**src/rtl/wb_arbiter_pkg.sv**
```systemverilog
// wb_arbiter_pkg: shared types and constants for the writeback arbiter.
//   wb_entry_t   : {rd, data} result payload stored in each source FIFO.
//   WB_SRC_*     : source index assignment (ALU, LSU, MUL, DIV).
package wb_arbiter_pkg;

    localparam int unsigned WB_RD_W   = 5;
    localparam int unsigned WB_DATA_W = 32;

    localparam int unsigned WB_SRC_ALU = 0;
    localparam int unsigned WB_SRC_LSU = 1;
    localparam int unsigned WB_SRC_MUL = 2;
    localparam int unsigned WB_SRC_DIV = 3;

    typedef struct packed {
        logic [WB_RD_W-1:0]   rd;
        logic [WB_DATA_W-1:0] data;
    } wb_entry_t;

endpackage

```
**src/rtl/wb_arbiter_if.sv**
```systemverilog
// wb_arbiter_if: result-source handshake plus register-file write port.
//   src_valid/src_rd/src_data : per-source result offer (source i at slice i)
//   src_ready                 : per-source FIFO can accept
//   wb_we/wb_rd/wb_data/wb_src: register-file write and granted source
//   idle                      : nothing buffered and nothing offered
// Modports: master = execution-unit/writeback side, slave = arbiter side.
interface wb_arbiter_if
    import wb_arbiter_pkg::*;
#(
    parameter int unsigned NUM_SRC = 4,
    parameter int unsigned DATA_W  = 32
);
    localparam int unsigned SRC_W = (NUM_SRC > 1) ? $clog2(NUM_SRC) : 1;

    logic [NUM_SRC-1:0]         src_valid;
    logic [NUM_SRC*WB_RD_W-1:0] src_rd;
    logic [NUM_SRC*DATA_W-1:0]  src_data;
    logic [NUM_SRC-1:0]         src_ready;
    logic                       wb_we;
    logic [WB_RD_W-1:0]         wb_rd;
    logic [DATA_W-1:0]          wb_data;
    logic [SRC_W-1:0]           wb_src;
    logic                       idle;

    modport master (
        output src_valid, src_rd, src_data,
        input  src_ready, wb_we, wb_rd, wb_data, wb_src, idle
    );

    modport slave (
        input  src_valid, src_rd, src_data,
        output src_ready, wb_we, wb_rd, wb_data, wb_src, idle
    );

endinterface

```
**src/rtl/wb_fifo.sv**
```systemverilog
// wb_fifo: shallow per-source result FIFO (DEPTH must be a power of two, >= 2).
//   push/push_entry : write at tail (caller guarantees !full)
//   pop/head        : head entry, removed on pop (caller guarantees !empty)
//   full/empty      : derived from the registered occupancy count
module wb_fifo
    import wb_arbiter_pkg::*;
#(
    parameter int unsigned DEPTH = 2
) (
    input  logic      clk,
    input  logic      rst_n,
    input  logic      push,
    input  wb_entry_t push_entry,
    input  logic      pop,
    output wb_entry_t head,
    output logic      full,
    output logic      empty
);
    localparam int unsigned PTR_W = $clog2(DEPTH);
    localparam int unsigned CNT_W = PTR_W + 1;

    wb_entry_t        mem [DEPTH];
    logic [PTR_W-1:0] rd_ptr;
    logic [PTR_W-1:0] wr_ptr;
    logic [CNT_W-1:0] count;

    // Storage holds no reset: validity is tracked by count alone.
    always_ff @(posedge clk) begin
        if (push) begin
            mem[wr_ptr] <= push_entry;
        end
    end

    // Pointers wrap naturally because DEPTH is a power of two.
    always_ff @(posedge clk or negedge rst_n) begin
        if (!rst_n) begin
            rd_ptr <= '0;
            wr_ptr <= '0;
            count  <= '0;
        end else begin
            if (push) begin
                wr_ptr <= wr_ptr + PTR_W'(1);
            end
            if (pop) begin
                rd_ptr <= rd_ptr + PTR_W'(1);
            end
            case ({push, pop})
                2'b10:   count <= count + CNT_W'(1);
                2'b01:   count <= count - CNT_W'(1);
                default: count <= count;
            endcase
        end
    end

    assign head  = mem[rd_ptr];
    assign full  = (count == CNT_W'(DEPTH));
    assign empty = (count == '0);

endmodule

```
**src/rtl/wb_arbiter.sv**
```systemverilog
// wb_arbiter: shares the register-file write port among NUM_SRC execution
// units. Each source feeds a private wb_fifo; a round-robin scan starting
// after last_grant drains one head per cycle onto the wb_* port.
//   clk, rst_n : clock, asynchronous active-low reset
//   bus        : wb_arbiter_if.slave (source handshake + writeback port)
// Optional feature: define WB_ARB_BYPASS_EN to let a granted source with an
// empty FIFO forward its current input straight to wb_* in the same cycle.
// Entry data is carried in wb_entry_t, so DATA_W is expected to be 32.
module wb_arbiter
    import wb_arbiter_pkg::*;
#(
    parameter int unsigned NUM_SRC    = 4,
    parameter int unsigned FIFO_DEPTH = 2,
    parameter int unsigned DATA_W     = 32
) (
    input  logic         clk,
    input  logic         rst_n,
    wb_arbiter_if.slave  bus
);
    localparam int unsigned SRC_W = (NUM_SRC > 1) ? $clog2(NUM_SRC) : 1;

    wb_entry_t          in_entry [NUM_SRC];
    wb_entry_t          heads    [NUM_SRC];
    wb_entry_t          sel;
    logic [NUM_SRC-1:0] full;
    logic [NUM_SRC-1:0] empty;
    logic [NUM_SRC-1:0] push;
    logic [NUM_SRC-1:0] pop;
    logic [NUM_SRC-1:0] cand;
    logic [NUM_SRC-1:0] byp_take;
    logic [SRC_W-1:0]   last_grant;
    logic [SRC_W-1:0]   gnt_idx;
    logic               gnt_found;

    // Per-source FIFOs and input slicing.
    for (genvar i = 0; i < NUM_SRC; i++) begin : g_src
        assign in_entry[i].rd   = bus.src_rd[i*WB_RD_W +: WB_RD_W];
        assign in_entry[i].data = WB_DATA_W'(bus.src_data[i*DATA_W +: DATA_W]);

        wb_fifo #(
            .DEPTH (FIFO_DEPTH)
        ) u_fifo (
            .clk        (clk),
            .rst_n      (rst_n),
            .push       (push[i]),
            .push_entry (in_entry[i]),
            .pop        (pop[i]),
            .head       (heads[i]),
            .full       (full[i]),
            .empty      (empty[i])
        );
    end

    // Ready depends on the registered count only; a pop this cycle does not
    // free the slot until the next cycle.
    assign bus.src_ready = ~full;
    assign push          = bus.src_valid & ~full & ~byp_take;
    assign bus.idle      = (&empty) & ~(|bus.src_valid);

`ifdef WB_ARB_BYPASS_EN
    assign cand = ~empty | bus.src_valid;
`else
    assign cand = ~empty;
`endif

    // Round-robin scan: first candidate after last_grant, wrapping around.
    always_comb begin
        int unsigned idx;
        gnt_found = 1'b0;
        gnt_idx   = '0;
        idx       = 0;
        for (int unsigned k = 1; k <= NUM_SRC; k++) begin
            idx = (32'(last_grant) + k) % NUM_SRC;
            if (!gnt_found && cand[SRC_W'(idx)]) begin
                gnt_found = 1'b1;
                gnt_idx   = SRC_W'(idx);
            end
        end
    end

    // Output mux and pop/bypass select; a buffered head always wins over new
    // input of the same source, which keeps per-source order.
    always_comb begin
        pop         = '0;
        byp_take    = '0;
        sel         = '0;
        bus.wb_we   = 1'b0;
        bus.wb_rd   = '0;
        bus.wb_data = '0;
        bus.wb_src  = '0;
        if (gnt_found) begin
`ifdef WB_ARB_BYPASS_EN
            if (empty[gnt_idx]) begin
                byp_take[gnt_idx] = 1'b1;
                sel               = in_entry[gnt_idx];
            end else begin
                pop[gnt_idx] = 1'b1;
                sel          = heads[gnt_idx];
            end
`else
            pop[gnt_idx] = 1'b1;
            sel          = heads[gnt_idx];
`endif
            // rd = 0 targets x0: consume the grant but suppress the write.
            bus.wb_we   = (sel.rd != '0);
            bus.wb_rd   = sel.rd;
            bus.wb_data = DATA_W'(sel.data);
            bus.wb_src  = gnt_idx;
        end
    end

    // Reset points at the last source so source 0 is scanned first.
    always_ff @(posedge clk or negedge rst_n) begin
        if (!rst_n) begin
            last_grant <= SRC_W'(NUM_SRC - 1);
        end else if (gnt_found) begin
            last_grant <= gnt_idx;
        end
    end

endmodule
```
**src/flat_wrapper.sv**
```systemverilog
// flat-port wrapper written by rule: the top's interface ports become plain ports
module wb_arbiter_flat import wb_arbiter_pkg::*;
#(
    parameter int unsigned NUM_SRC    = 4,
    parameter int unsigned FIFO_DEPTH = 2,
    parameter int unsigned DATA_W     = 32
)
  (clk, rst_n, bus_src_valid, bus_src_rd, bus_src_data, bus_src_ready, bus_wb_we, bus_wb_rd, bus_wb_data, bus_wb_src, bus_idle);
  wb_arbiter_if #(.NUM_SRC(NUM_SRC), .DATA_W(DATA_W)) bus_i ();
  input  logic clk;
  input  logic rst_n;
  input wire logic [$bits(bus_i.src_valid)-1:0] bus_src_valid;
  input wire logic [$bits(bus_i.src_rd)-1:0] bus_src_rd;
  input wire logic [$bits(bus_i.src_data)-1:0] bus_src_data;
  output wire logic [$bits(bus_i.src_ready)-1:0] bus_src_ready;
  output wire logic [$bits(bus_i.wb_we)-1:0] bus_wb_we;
  output wire logic [$bits(bus_i.wb_rd)-1:0] bus_wb_rd;
  output wire logic [$bits(bus_i.wb_data)-1:0] bus_wb_data;
  output wire logic [$bits(bus_i.wb_src)-1:0] bus_wb_src;
  output wire logic [$bits(bus_i.idle)-1:0] bus_idle;
  assign bus_i.src_valid = bus_src_valid;
  assign bus_i.src_rd = bus_src_rd;
  assign bus_i.src_data = bus_src_data;
  assign bus_src_ready = bus_i.src_ready;
  assign bus_wb_we = bus_i.wb_we;
  assign bus_wb_rd = bus_i.wb_rd;
  assign bus_wb_data = bus_i.wb_data;
  assign bus_wb_src = bus_i.wb_src;
  assign bus_idle = bus_i.idle;
  wb_arbiter #(.NUM_SRC(NUM_SRC), .FIFO_DEPTH(FIFO_DEPTH), .DATA_W(DATA_W)) u_core (.clk(clk), .rst_n(rst_n), .bus(bus_i));
endmodule
```
**config.mk**
```make
export PLATFORM = sky130hd
export DESIGN_NAME = wb_arbiter_flat
export DESIGN_NICKNAME = d
export VERILOG_FILES = /design/src/rtl/wb_arbiter_pkg.sv /design/src/rtl/wb_arbiter_if.sv /design/src/rtl/wb_fifo.sv /design/src/rtl/wb_arbiter.sv /design/src/flat_wrapper.sv
export SDC_FILE = /design/constraint.sdc
export NUM_CORES = 1
export LEC_CHECK = 0
export CORE_ASPECT_RATIO = 1.1
export CORE_MARGIN = 4
export CORE_UTILIZATION = 54
export DETAILED_ROUTE_END_ITERATION = 10
export PLACE_DENSITY_LB_ADDON = 0.1
export SLEW_MARGIN = 20
export SYNTH_ARGS = -nofsm -noshare
export SYNTH_HDL_FRONTEND = slang
export SYNTH_SLANG_ARGS = --single-unit
```
**constraint.sdc**
```tcl
create_clock -name clk -period 3.4 [get_ports clk]
set_input_delay 0.34 -clock clk [delete_from_list [all_inputs] [get_ports clk]]
set_output_delay 0.34 -clock clk [all_outputs]
set_load 0.01 [all_outputs]
```
==> reports/summary.md, run 1 <==
In this run the critical register-to-register path is launched from u_core.g_src[3].u_fifo.count[0]$_DFFE_PN0P_. Across all layers, the routed design uses 7540 vias. STA classifies the critical path endpoint as an output port. The count of final max-slew check failures came out at 0.

The critical path is of the register to output port type. After technology mapping, the gate count stands at 790. The clock latency reported for the late side of the worst-skew pair came out at 550 ps. By count the netlist is led by 296 x edfxtp_1, 99 x mux2i_1, 60 x nand2_1.

The most used flip-flop cell after synthesis is edfxtp_1. The number of cell instances on the worst register-to-register path is 11, and the floorplan die area is 26100 um^2. The number of stages on the worst setup path works out to 9. For this run, the total global-route usage over all layers was measured as 22.9%. Buffers plus inverters on the worst setup path: 3. In the synthesized netlist the async set-or-reset flop fraction comes to 5.73%.

The final estimated routing congestion in global placement was 0.900. The sum of met2 wire segment lengths after detailed routing was 16100 um. The proportion of layout cells with a drive suffix above 1 came out at 17.1%.

The worst hold path belongs to the class input pin to async pin. The post-synthesis to final-layout area growth is 29.7%. Counting flops with a built-in enable in the synthesized netlist gives 296.

Dominant cell by count in the synthesized netlist: edfxtp_1. Routed signal wires occupy layers up through met5. Sequential cells burn 32.0% of the power. In this run the count of I/O pins placed on the die edge is 199.

In this run the static leakage power is 6.01 nW. The share of total power dissipated in the clock network is 20.2%. Setup violations remaining at the end of the flow were counted as 2.

Mean number of vias per cell: 5.64. For the number of antenna violations at the first check in global routing, the log shows 3. The flow ran to the end, but the final reports show violations. Summed over all nets, the half-perimeter wirelength after detailed placement is 20600 um. The instance area at placement came out at 15200 um^2. The relative slew slack came out at 34.5%. The cell type with the largest total area after synthesis is edfxtp_1. The tools report the number of buffers inserted for hold repair after clock tree synthesis as 0. The detailed-route DRC error count is 0. Of the synthesized area, sequential elements account for 73.4%. For the number of H-tree branching levels, the log shows 1. Setup repair after global routing could not meet its margin everywhere. The signal on the critical path passes through inv_1 -> o21a_1 -> o21a_2 -> nor2_4 -> inv_4 -> nor2_2 -> o21ai_1 -> a21oi_1 -> clkdlybuf4s50_1. Final routed wire length divided by cell count: 22.8 um. The tools report the post-synth net total as 948. Fill cells in the final layout number 1500. Switching part of the total: 36.9%. Summing every instance area after synthesis gives 12700 um^2. The post-route clock skew was 16.4 ps.

In this run the remaining antenna-violating nets after routing total 0. For the core area, the log shows 23000 um^2. The maximum root-to-sink buffer count was 3.

The tools report the via count of the first global-routing pass as 7769. The tools report the cell at the root of the clock tree as clkbuf_16. The clock input transition at the sequential cells of the worst setup and hold paths was 60 ps. The number of nets at the end of the flow was 1169.

The total number of placement rows was 58; the total wire length after detailed routing was 30400 um. The run gives 295 ps as the pre-CTS setup slack. The family with the most delay on the worst path is buffers and inverters.

The tool flagged a number of max-cap violations equal to 0. In the post-synthesis netlist, the biggest area contributors are edfxtp_1 70%, mux2i_1 7.8%, mux2_2 4.6%, dfrtp_1 3.1%, o211ai_1 3.1%. After synthesis, the largest area contributor takes up 69.8% of total cell area. The synthesis warning total is 0, and the total congestion overflow is 0. The flop-to-flop setup slack is 730 ps. For the count of endpoints failing hold in the final timing report, the log shows 0.

The multi-input combinational cells in the finished layout cover a total of 3270 um^2. The first global-routing pass estimated 44900 um of wire. STA puts the critical path data arrival time at 3100 ps.

At the pin with the least slew margin, the transition time is 983 ps. The final worst slack was -44.8 ps; the final period utilization was 101%. The synthesized netlist contains 45 unique library cells. The floorplan step set the die height to 169 um. The checks that failed: setup timing. TritonCTS built the clock tree. The critical-path cell with the highest stage delay was dfstp_2.

The largest single stage delay on the critical path is 580 ps. Startpoint of the most critical setup path: u_core.last_grant[1]$_DFFE_PN1P_. Clock tree synthesis found a total of 314 sinks.

Across the VDD grid, the largest voltage drop is 0.000959 V. The design area is 16500 um^2, and the maximum net fanout on the critical path is 15. From left edge to right edge, the die measures 154 um.

The post-route minimum period came out at 3440 ps. Counting flops and latches in the post-synthesis netlist gives 314. For this block, wires on met1 add up to 11300 um. The sequential cell area is 9350 um^2, and the mean area per synthesized cell is 16.1 um^2.

In the detailed route, the total length drawn on met3 is 1920 um. The cell-internal power came out at 0.0114 W. For this design the total switching power over the nets is 0.00668 W. Clock tree synthesis inserted a total of 30 buffers. The count of buffers added on input and output ports is 198. For this configuration, the core starts out at a cell density of 55.3%. Per report_power, the combinational group accounts for 47.8% of the total.

Power spread over the standard cell area amounts to 1100 nW/um^2. The required time at the endpoint of the critical path was 3060 ps; the starting DRC count in detailed routing was 334. The run gives 290 MHz as the top achievable clock speed. The worst setup path is launched from a register. The pre-antenna-repair detailed-routing pass consisted of 5 iterations. The worst register-to-register path ends at u_core.g_src[2].u_fifo.count[1]$_DFFE_PN0P_. Entering global routing, the biggest net connects 41 pins.
==> sequential cells by signal, indices dropped and copies added (netlist names) <==
| name | flops |
|---|---|
| u_core.g_src.u_fifo.count | 8 |
| u_core.g_src.u_fifo.rd_ptr | 4 |
| u_core.last_grant | 2 |
| u_core.g_src.u_fifo.mem | 296 |
| u_core.g_src.u_fifo.wr_ptr | 4 |
==> metrics by stage <==
stage	cells	TNS [ps]	util (%)	hold slack [ps]	total power, W
6_report	1336	-77.3	71.8	273	0.0181
5_1_grt	1336	-844	71.8	313	0.0191
4_1_cts	1332	-754	71.4	292	0.0182
3_5_place_dp	1265	0	65.9	514	0.0143
3_3_place_gp	1265	0	65.9	504	0.0142
2_1_floorplan	790	0	-	44.4	0.0105
==> area by class of cell <==
class	count	share of cell area, %
Multi-Input combinational cell	428	19.8
Antenna cell	1	0.0152
Sequential cell	314	56.6
Tap cell	300	2.27
Clock buffer	32	4.72
Inverter	4	0.121
Timing Repair Buffer	233	14.5
Clock inverter	24	2.00
==> cell families (layout without fill, tap and decap cells) <==
family | Yosys count | count (layout) | synth area share, %
AO/OA/AOI/OAI | 125 | 125 | 6.36
XOR/XNOR | 20 | 20 | 1.38
adder cells (fa/ha/maj) | 4 | 4 | 0.393
buffers and inverters | 48 | 293 | 1.79
flip-flops | 314 | 314 | 73.4
multiplexers | 151 | 151 | 12.4
other | 0 | 1 | 0
AND/OR/NAND/NOR | 128 | 128 | 4.33
==> worst max path at each step <==
stage                                                            end
final                                                bus_wb_data[13]
after CTS                                            bus_wb_data[14]
after global placement                               bus_wb_data[14]
after floorplan           u_core.g_src[0].u_fifo.mem[0][0]$_DFFE_PP_
after detailed placement                             bus_wb_data[14]
after global routing                                 bus_wb_data[13]
==> timing repair <==
item                                    CTS  global route
resized for setup                        37            24
endpoints found under the hold margin     0             0
pin swaps                                13             3
buffers inserted                          9             3
gates cloned                              2             0
endpoints found under the setup margin   34            31
==> power by group through the flow <==
stage | clock network, W | registers (W) | logic (W)
after floorplan | 0 | 0.00564 | 0.00489
after global placement | 0 | 0.00581 | 0.00837
after detailed placement | 0 | 0.00587 | 0.00840
after CTS | 0.00371 | 0.00580 | 0.00873
after global routing | 0.00389 | 0.00589 | 0.00929
final | 0.00366 | 0.00580 | 0.00866
==> per-layer routing <==
layer	vias to the layer above	track usage, %
met5	-	0
met2	271	41.1
met4	4	8.33
li1	3504	-
met1	3704	27.6
met3	57	4.14
==> cells in the final DEF, fill, tap and decap left out, types with 4 or more instances in the layout <==
cell type / n
clkinv_1: 4
dlygate4sd2_1: 14
nor2_1: 32
mux2i_1: 99
nand2_1: 60
o21ai_1: 4
bufinv_16: 8
nor2_4: 7
dfrtp_2: 5
buf_4: 23
xor2_1: 8
a21oi_1: 33
o211ai_1: 52
ha_1: 4
mux2_2: 52
edfxtp_1: 296
a31oi_1: 4
o21ai_0: 16
nor2_2: 6
dfrtp_1: 11
dlymetal6s2s_1: 16
xnor2_1: 12
nand2b_1: 4
nor3_1: 4
clkbuf_16: 31
buf_12: 7
clkdlybuf4s50_1: 168
clkinv_2: 7
No activity file was read; power rests on OpenSTA's default activity.
==> run 2: changes to the inputs <==
--- a/config.mk
+++ b/config.mk
@@ -13,4 +13,5 @@
 export SLEW_MARGIN = 20
 export SYNTH_ARGS = -nofsm -noshare
 export SYNTH_HDL_FRONTEND = slang
+export SYNTH_HIERARCHICAL = 1
 export SYNTH_SLANG_ARGS = --single-unit
==> run 2 against run 1 <==
Compared with the run above: the run now ends clean; hold slack better by 57 ps; maximum frequency grew 4.7%; sequential power up 0.7%; sequential share of layout area is 2.2 points lower; setup slack gained 160 ps; global-route usage shrank 0.29 points; core utilization decreased by 1.4 points; synthesized area grew 4.6%; register-to-register slack better by 140 ps; count of clock-buffer cells in the layout increased by 8; total power is 4.2% higher; first-iteration DRC count is 6.6% higher; critical endpoint is now bus_wb_data[9]; largest cell class unchanged; highest routed layer is now met4.
==> reports/summary.md, run 2 <==
The run gives 329 ps (+56.6 ps) as the worst hold slack across all endpoints. Cell-internal power: 0.0121 W (+5.5%). The synthesized netlist cell count was 742 (-6.1%). In the layout the commonest cells are 296 x edfxtp_1, 160 x clkdlybuf4s50_1, 80 x mux2_4, 68 x mux2_2, 37 x a211oi_1. The min-delay analysis places its worst path in the category input pin to async pin. The total track usage is 22.6% (-0.29 points), and the floorplan die width is 158 um (+2.1%). The final worst slack came out at 111 ps (+156 ps). The initial core utilization is 54.6% (-0.78 points), and the fraction of power consumed by the clock network is 18.1% (-2.1 points).

The count of flip-flops with a built-in enable after synthesis is 296 (unchanged). The pre-CTS setup slack came out at 5.43 ps (-290 ps). Walking the worst path, the cells encountered are nor2_4 -> nor2b_4 -> o21bai_2 -> a221oi_4 -> buf_6 -> bufbuf_16 -> mux2i_1 -> a211oi_1 -> dlygate4sd2_1. The logs give 304 MHz (+4.7%) for the top achievable clock speed and 0 (unchanged) for the total congestion overflow. The run gives 19.5 ps (+3.12 ps) as the post-route clock skew. The run gives 2 (+1) as the number of H-tree branching levels. The flop-to-flop setup slack came out at 870 ps (+140 ps). The total iterations of the first detailed-routing run was 5 (unchanged); the number of top-level pins was 199 (unchanged).

The post-route minimum period was 3290 ps (-156 ps); the mean area per synthesized cell was 17.9 um^2 (+11%). The detailed-route DRC error count came out at 0 (unchanged). The area taken by multi-input logic gates came out at 3940 um^2 (+20%). The number of cell instances on the worst register-to-register path is 10 (-1).

The flip-flop count of the largest register, all copies and words added is 296 (unchanged), and the core area is 24400 um^2 (+6.1%). Setup repair after global routing could not meet its margin everywhere. The share of the yosys chip area belonging to registers was 70.2% (-3.2 points). Leaving out fill and tap cells, the most frequent cell in the layout is edfxtp_1.

The logs give 35 (-22%) for the count of distinct cell types in the synthesized netlist and 500 ps (-50 ps) for the clock latency reported for the late side of the worst-skew pair. The power per cell area was 1100 nW/um^2 (+0.23%). The antenna diode count is 0 (-1), and the number of antenna violations at the first check in global routing is 0 (-3).

The port buffer count came out at 198 (unchanged). Dominant cell by count in the synthesized netlist: edfxtp_1. The logs give 30.9% (-1.1 points) for the sequential fraction of design power and 0 (unchanged) for the antenna violation net count after detailed routing.

The fraction of synthesized cell area taken by the top area cell type was 66.8% (-3.1 points). The proportion of power drawn by combinational gates is 51.0% (+3.2 points), and the floorplan die area is 27200 um^2 (+4.3%). The largest stage delay on the critical path is 440 ps (-140 ps). The kind of start point of the critical path is a register. The switching power was 0.00681 W (+2.0%); the global-route wire length before repair was 46100 um (+2.6%). The largest registers in the layout are u_core/g_src.u_fifo/mem x296, u_core/g_src.u_fifo/count x8. The synthesized design spends more area on one cell type than any other, namely edfxtp_1. The switching part of the total came out at 36.1% (-0.78 points). The run gives 60 (+3.4%) as the total number of placement rows.

The number of nets at the end of the flow was 1129 (-3.4%). Most flop-heavy register: u_core/g_src.u_fifo/mem. The tools report the startpoint of the most critical register-to-register path as u_core/g_src[1].u_fifo/count[0]$_DFFE_PN0P_. The run gives 3060 ps (about the same) as the required time at the endpoint of the critical path. The mean number of vias per cell was 5.62 (-0.46%); the final estimated routing congestion in global placement was 0.848 (-5.8%). The clock input transition at the sequential cells of the worst setup and hold paths was 60 ps (about the same); the setup-violating endpoint count in the final report was 0 (-2). The via count of the first global-routing pass is 8110 (+4.4%), and the count of endpoints failing hold in the final timing report is 0 (unchanged). The run gives 0 (unchanged) as the max capacitance violation total.

The count of final max-slew check failures is 0 (unchanged). The starting DRC count in detailed routing is 356 (+6.6%). For the clock sink count, the log shows 314 (unchanged).

The proportion of layout cells with a drive suffix above 1 was 29.3% (+12 points); the height of the die was 173 um (+2.2%). By area the synthesized netlist is led by edfxtp_1 67%, mux2_4 9.0%, mux2_2 5.8%, a211oi_1 3.8%, dfrtp_1 3.0%. Synthesis warning total: 6 (+6). The critical-path cell with the highest stage delay was dfrtp_2.

The commonest cells after synthesis are 296 x edfxtp_1, 80 x mux2_4, 68 x a211oi_1, 68 x mux2_2, 38 x mux2i_1. From synthesis to final layout, the design area changed by 29.0%. The flow ran to the end, and the final reports show no timing, DRC or antenna violations.

The sequential cell area was 9350 um^2 (about the same). Final routed wire length divided by cell count: 23.8 um (+4.3%). The tools report the relative slew slack as 35.1% (+0.63 points).

Most used flip-flop cell after synthesis: edfxtp_1. Destination of the worst register-to-register timing path: u_core/g_src[0].u_fifo/count[1]$_DFFE_PN0P_. The HPWL after detailed placement was 20900 um (+1.5%); the maximum net fanout on the critical path was 16 (+1). Post-synth net total: 900 (-5.1%).

The netlist area before placement was 13300 um^2 (+4.6%); the async set-or-reset flop fraction in the synthesized netlist was 5.73% (unchanged). Count of state elements after synthesis: 314 (unchanged). For the largest net degree at the start of global routing, the log shows 59 (+44%).

The root buffer cell chosen for the clock tree is clkbuf_16. For the total wire length after detailed routing, the log shows 31000 um (+1.9%). The number of buffers added by the clock tree synthesis step came out at 34 (+13%).

The data arrival time at the worst-slack endpoint came out at 2950 ps (-150 ps). TritonCTS built the clock tree. The number of buffers inserted for hold repair after clock tree synthesis was 0 (unchanged); the number of fill cells in the layout was 1543 (+2.9%). The run gives 7331 (-2.8%) as the overall via count from detail_route. The final period utilization is 96.7% (-4.6 points), and the slew of the pin with the lowest slew margin is 974 ps (-9.43 ps).

The worst setup path is captured at an output port. The static leakage was 6.23 nW (+3.5%); the maximum root-to-sink buffer count was 3 (unchanged). The worst setup path category is register to output port. The peak supply drop came out at 0.000972 V (+1.4%).
==> run 2: changes by cell type after synthesis, moves of 18 or more <==
cell | before | now
o21ai_0 | 19 | 0
nor2_1 | 44 | 23
and2_0 | 0 | 20
and2_1 | 0 | 18
a21oi_1 | 36 | 4
mux2_4 | 0 | 80
mux2i_1 | 99 | 38
nand2_1 | 60 | 9
o211ai_1 | 52 | 0
a211oi_1 | 0 | 68
==> run 2: stage by stage <==
step	TNS [ps]	area (um^2)	cells	power, W	util [%]
6_report	0	17200	1305	0.0189	70.4
4_1_cts	-615	17000	1300	0.0188	69.9
3_5_place_dp	0	15700	1230	0.0146	64.3
3_3_place_gp	0	15700	1230	0.0145	64.3
2_1_floorplan	0	13300	742	0.0110	-
5_1_grt	-13.7	17200	1305	0.0198	70.4
==> run 2: cell type report <==
class	instances	share of cell area, %
timing repair buffer	233	14.1
clock buffer	40	5.21
inverter	10	0.262
tap	310	2.26
clock inverter	20	0.838
multi-input combinational	378	22.9
sequential	314	54.4
==> run 2: worst max path at each step <==
| stage | from | to | slack (ps) | depth (start not counted) |
|---|---|---|---|---|
| final | u_core/g_src[1].u_fifo/count[0]$_DFFE_PN0P_ | bus_wb_data[9] | 110 | 9 |
| after global routing | u_core/g_src[1].u_fifo/count[0]$_DFFE_PN0P_ | bus_wb_data[14] | -7 | 9 |
| after CTS | u_core/g_src[1].u_fifo/count[1]$_DFFE_PN0P_ | bus_wb_data[29] | -140 | 9 |
| after detailed placement | u_core/g_src[1].u_fifo/count[0]$_DFFE_PN0P_ | bus_wb_data[19] | 5 | 10 |
| after global placement | u_core/g_src[0].u_fifo/count[0]$_DFFE_PN0P_ | bus_wb_data[1] | 90 | 9 |
| after floorplan | u_core/g_src[0].u_fifo/count[1]$_DFFE_PN0P_ | u_core/g_src[0].u_fifo/mem[0][0]$_DFFE_PP_ | 630 | 4 |
==> run 2: logic make-up (layout without fill, tap and decap cells) <==
kind of cell               Yosys count  in the layout  share of synthesized area, %
buffers and inverters               50            303                          2.32
adders and majority gates            4              4                         0.376
DFF                                314            314                          70.2
and+or+nand+nor                     86             86                          3.45
muxes                              186            186                          17.6
AOI/OAI and AO/OA                   82             82                          4.75
xor gates and xnor gates            20             20                          1.32
==> run 2: what timing repair did <==
action                     CTS  global route
pin swaps                    3             6
setup buffers                6             5
resized for setup           71            32
cloned                       4             0
setup endpoints to repair   39            26
==> run 2: metal layers <==
layer	share of wire, %	track usage [%]	up-vias
met5	0	0	-
met4	3.3	8.25	0
met3	5.5	3.98	53
met2	52	39.3	278
met1	39	28.1	3651
li1	-	-	3349
==> run 2: critical path, delay by kind of cell, from the launching register on <==
kind | cells | cell delay (ps)
AOI/OAI and AO/OA | 3 | 620
DFF | 1 | 440
muxes | 1 | 330
buffers and inverters | 3 | 800
and+or+nand+nor | 2 | 250
==> run 2: power by group through the flow <==
stage | Clock, W | Sequential (W) | Combinational [W]
after floorplan | 0 | 0.00564 | 0.00537
after global placement | 0 | 0.00584 | 0.00865
after detailed placement | 0 | 0.00591 | 0.00873
after CTS | 0.00349 | 0.00585 | 0.00942
after global routing | 0.00367 | 0.00593 | 0.0102
final | 0.00343 | 0.00584 | 0.00963
==> patch (flow settings as in run 2) <==
Add a define of `WB_ARB_BYPASS_EN`.
--- a/src/rtl/wb_arbiter.sv
+++ b/src/rtl/wb_arbiter.sv
@@ -6,6 +6,8 @@
 // Optional feature: define WB_ARB_BYPASS_EN to let a granted source with an
 // empty FIFO forward its current input straight to wb_* in the same cycle.
 // Entry data is carried in wb_entry_t, so DATA_W is expected to be 32.
+`define WB_ARB_BYPASS_EN
+
 module wb_arbiter
     import wb_arbiter_pkg::*;
 #(
Behaviour: not the same (Yosys sat finds a counterexample within 4 cycles, from zero or initial values and one cycle with rst_n low).
==> patch against run 2 <==
  * The flow now finishes with violations (setup timing)
  * Setup slack lost 0.22 ns
  * Routed wire length grew 37%
  * Cell area grew 14%
  * Hold slack gained 0.040 ns
  * Die area grew 11%
  * Clock skew shrank 0.0016 ns
  * Sequential cell count is the same
  * Synthesized area grew 11%
  * Largest cell class unchanged
Power is left out: the tool's default activity adds up to more than one toggle a clock period on the data nets, which glitch-free logic cannot reach.
==> patch: results (changes against run 2) <==
Post-Synthesis Net Count 1297 (+44%); sequential fraction of the synthesis area 0.6306 (-0.07105); Tmin final 3.508 ns (+0.2192 ns); Top Family by Delay on Critical Path compound AO/OA/AOI/OAI gates; Worst Path Arrival 3.17 ns (+0.22 ns); Synth Area in Adders 0.003378 (-0.0003807); post-synthesis compound-gate area fraction 0.04426 (-0.003201); Layout Nets 1547 (+37%); reg2reg start u_core/g_src[3].u_fifo/count[0]; status finished with violations; failing checks setup timing; Global Route Usage Sum 0.2713 (+0.04561); Filler cells 1884 (+22%); syn avg cell area 13.01 um^2 (-28%); worst setup path endpoint bus_wb_data[26]; largest net degree at the start of global routing 53 (-10%); placed cells 1690 (+37%); setup ws final -0.1085 ns (-0.2192 ns); maximum fanout along the worst path 8 (-8); crit-path max cell delay 0.41 ns (-0.03 ns); Non-Filler Instances 1770 (+36%); initial antenna violation count 3 (+3); TNS Setup -1.040 ns (-1.040 ns); Critical-path top delay cell dfrtp_1; Post-Synth XOR/XNOR Area 0.01182 (-0.001332); Reg2Reg Setup Slack 0.19 ns (-0.68 ns); multiplexer share of the synthesized area 0.1431 (-0.03322); Layout Skew 0.01796 ns (-0.001578 ns); endpoints failing setup 21 (+21); depth of the worst register-to-register path 13 (+3); first-pass GRT wire length 61960 um (+34%)
==> patch: changes by cell type after synthesis, moves of 4 or more <==
cell | before | now
and3_1 | 0 | 39
a31oi_1 | 1 | 34
buf_2 | 10 | 30
buf_4 | 1 | 5
and2_1 | 18 | 4
nor2_1 | 23 | 48
a211oi_1 | 68 | 0
and2_0 | 20 | 0
nand3_1 | 0 | 70
mux2i_1 | 38 | 13
clkbuf_1 | 12 | 25
a311oi_1 | 0 | 34
nand2_1 | 9 | 282
==> patch: final cells by class <==
class / instances / share of cell area
well taps: 357 / 0.02282
clock buffers: 49 / 0.05011
inverters: 12 / 0.002812
repair buffers: 291 / 0.1587
clock inverters: 11 / 0.004921
multi-input cells: 736 / 0.2832
flip-flops and latches: 314 / 0.4774
==> patch: repair_timing <==
| action | in CTS | in global routing |
|---|---|---|
| pin swaps | 16 | 27 |
| cloned | 6 | 1 |
| resized for setup | 201 | 85 |
| setup endpoints to repair | 38 | 38 |
| setup buffers | 8 | 6 |
==> patch: cell families (layout without fill, tap and decap cells) <==
group	after synthesis	count (layout)
AO/OA/AOI/OAI	86	86
flip-flops	314	314
XOR/XNOR	20	20
multiplexers	163	163
adder cells (fa/ha/maj)	4	4
AND/OR/NAND/NOR	463	463
buffers and inverters	89	363
==> patch: layer usage <==
layer	track usage	part of all wire	routed length (um)	up-vias
met3	0.04594	0.059	2516	105
met5	0	0.00099	42	-
met4	0.1429	0.064	2713	6
met1	0.3262	0.37	15930	5103
met2	0.4704	0.50	21400	442
li1	-	-	-	4682
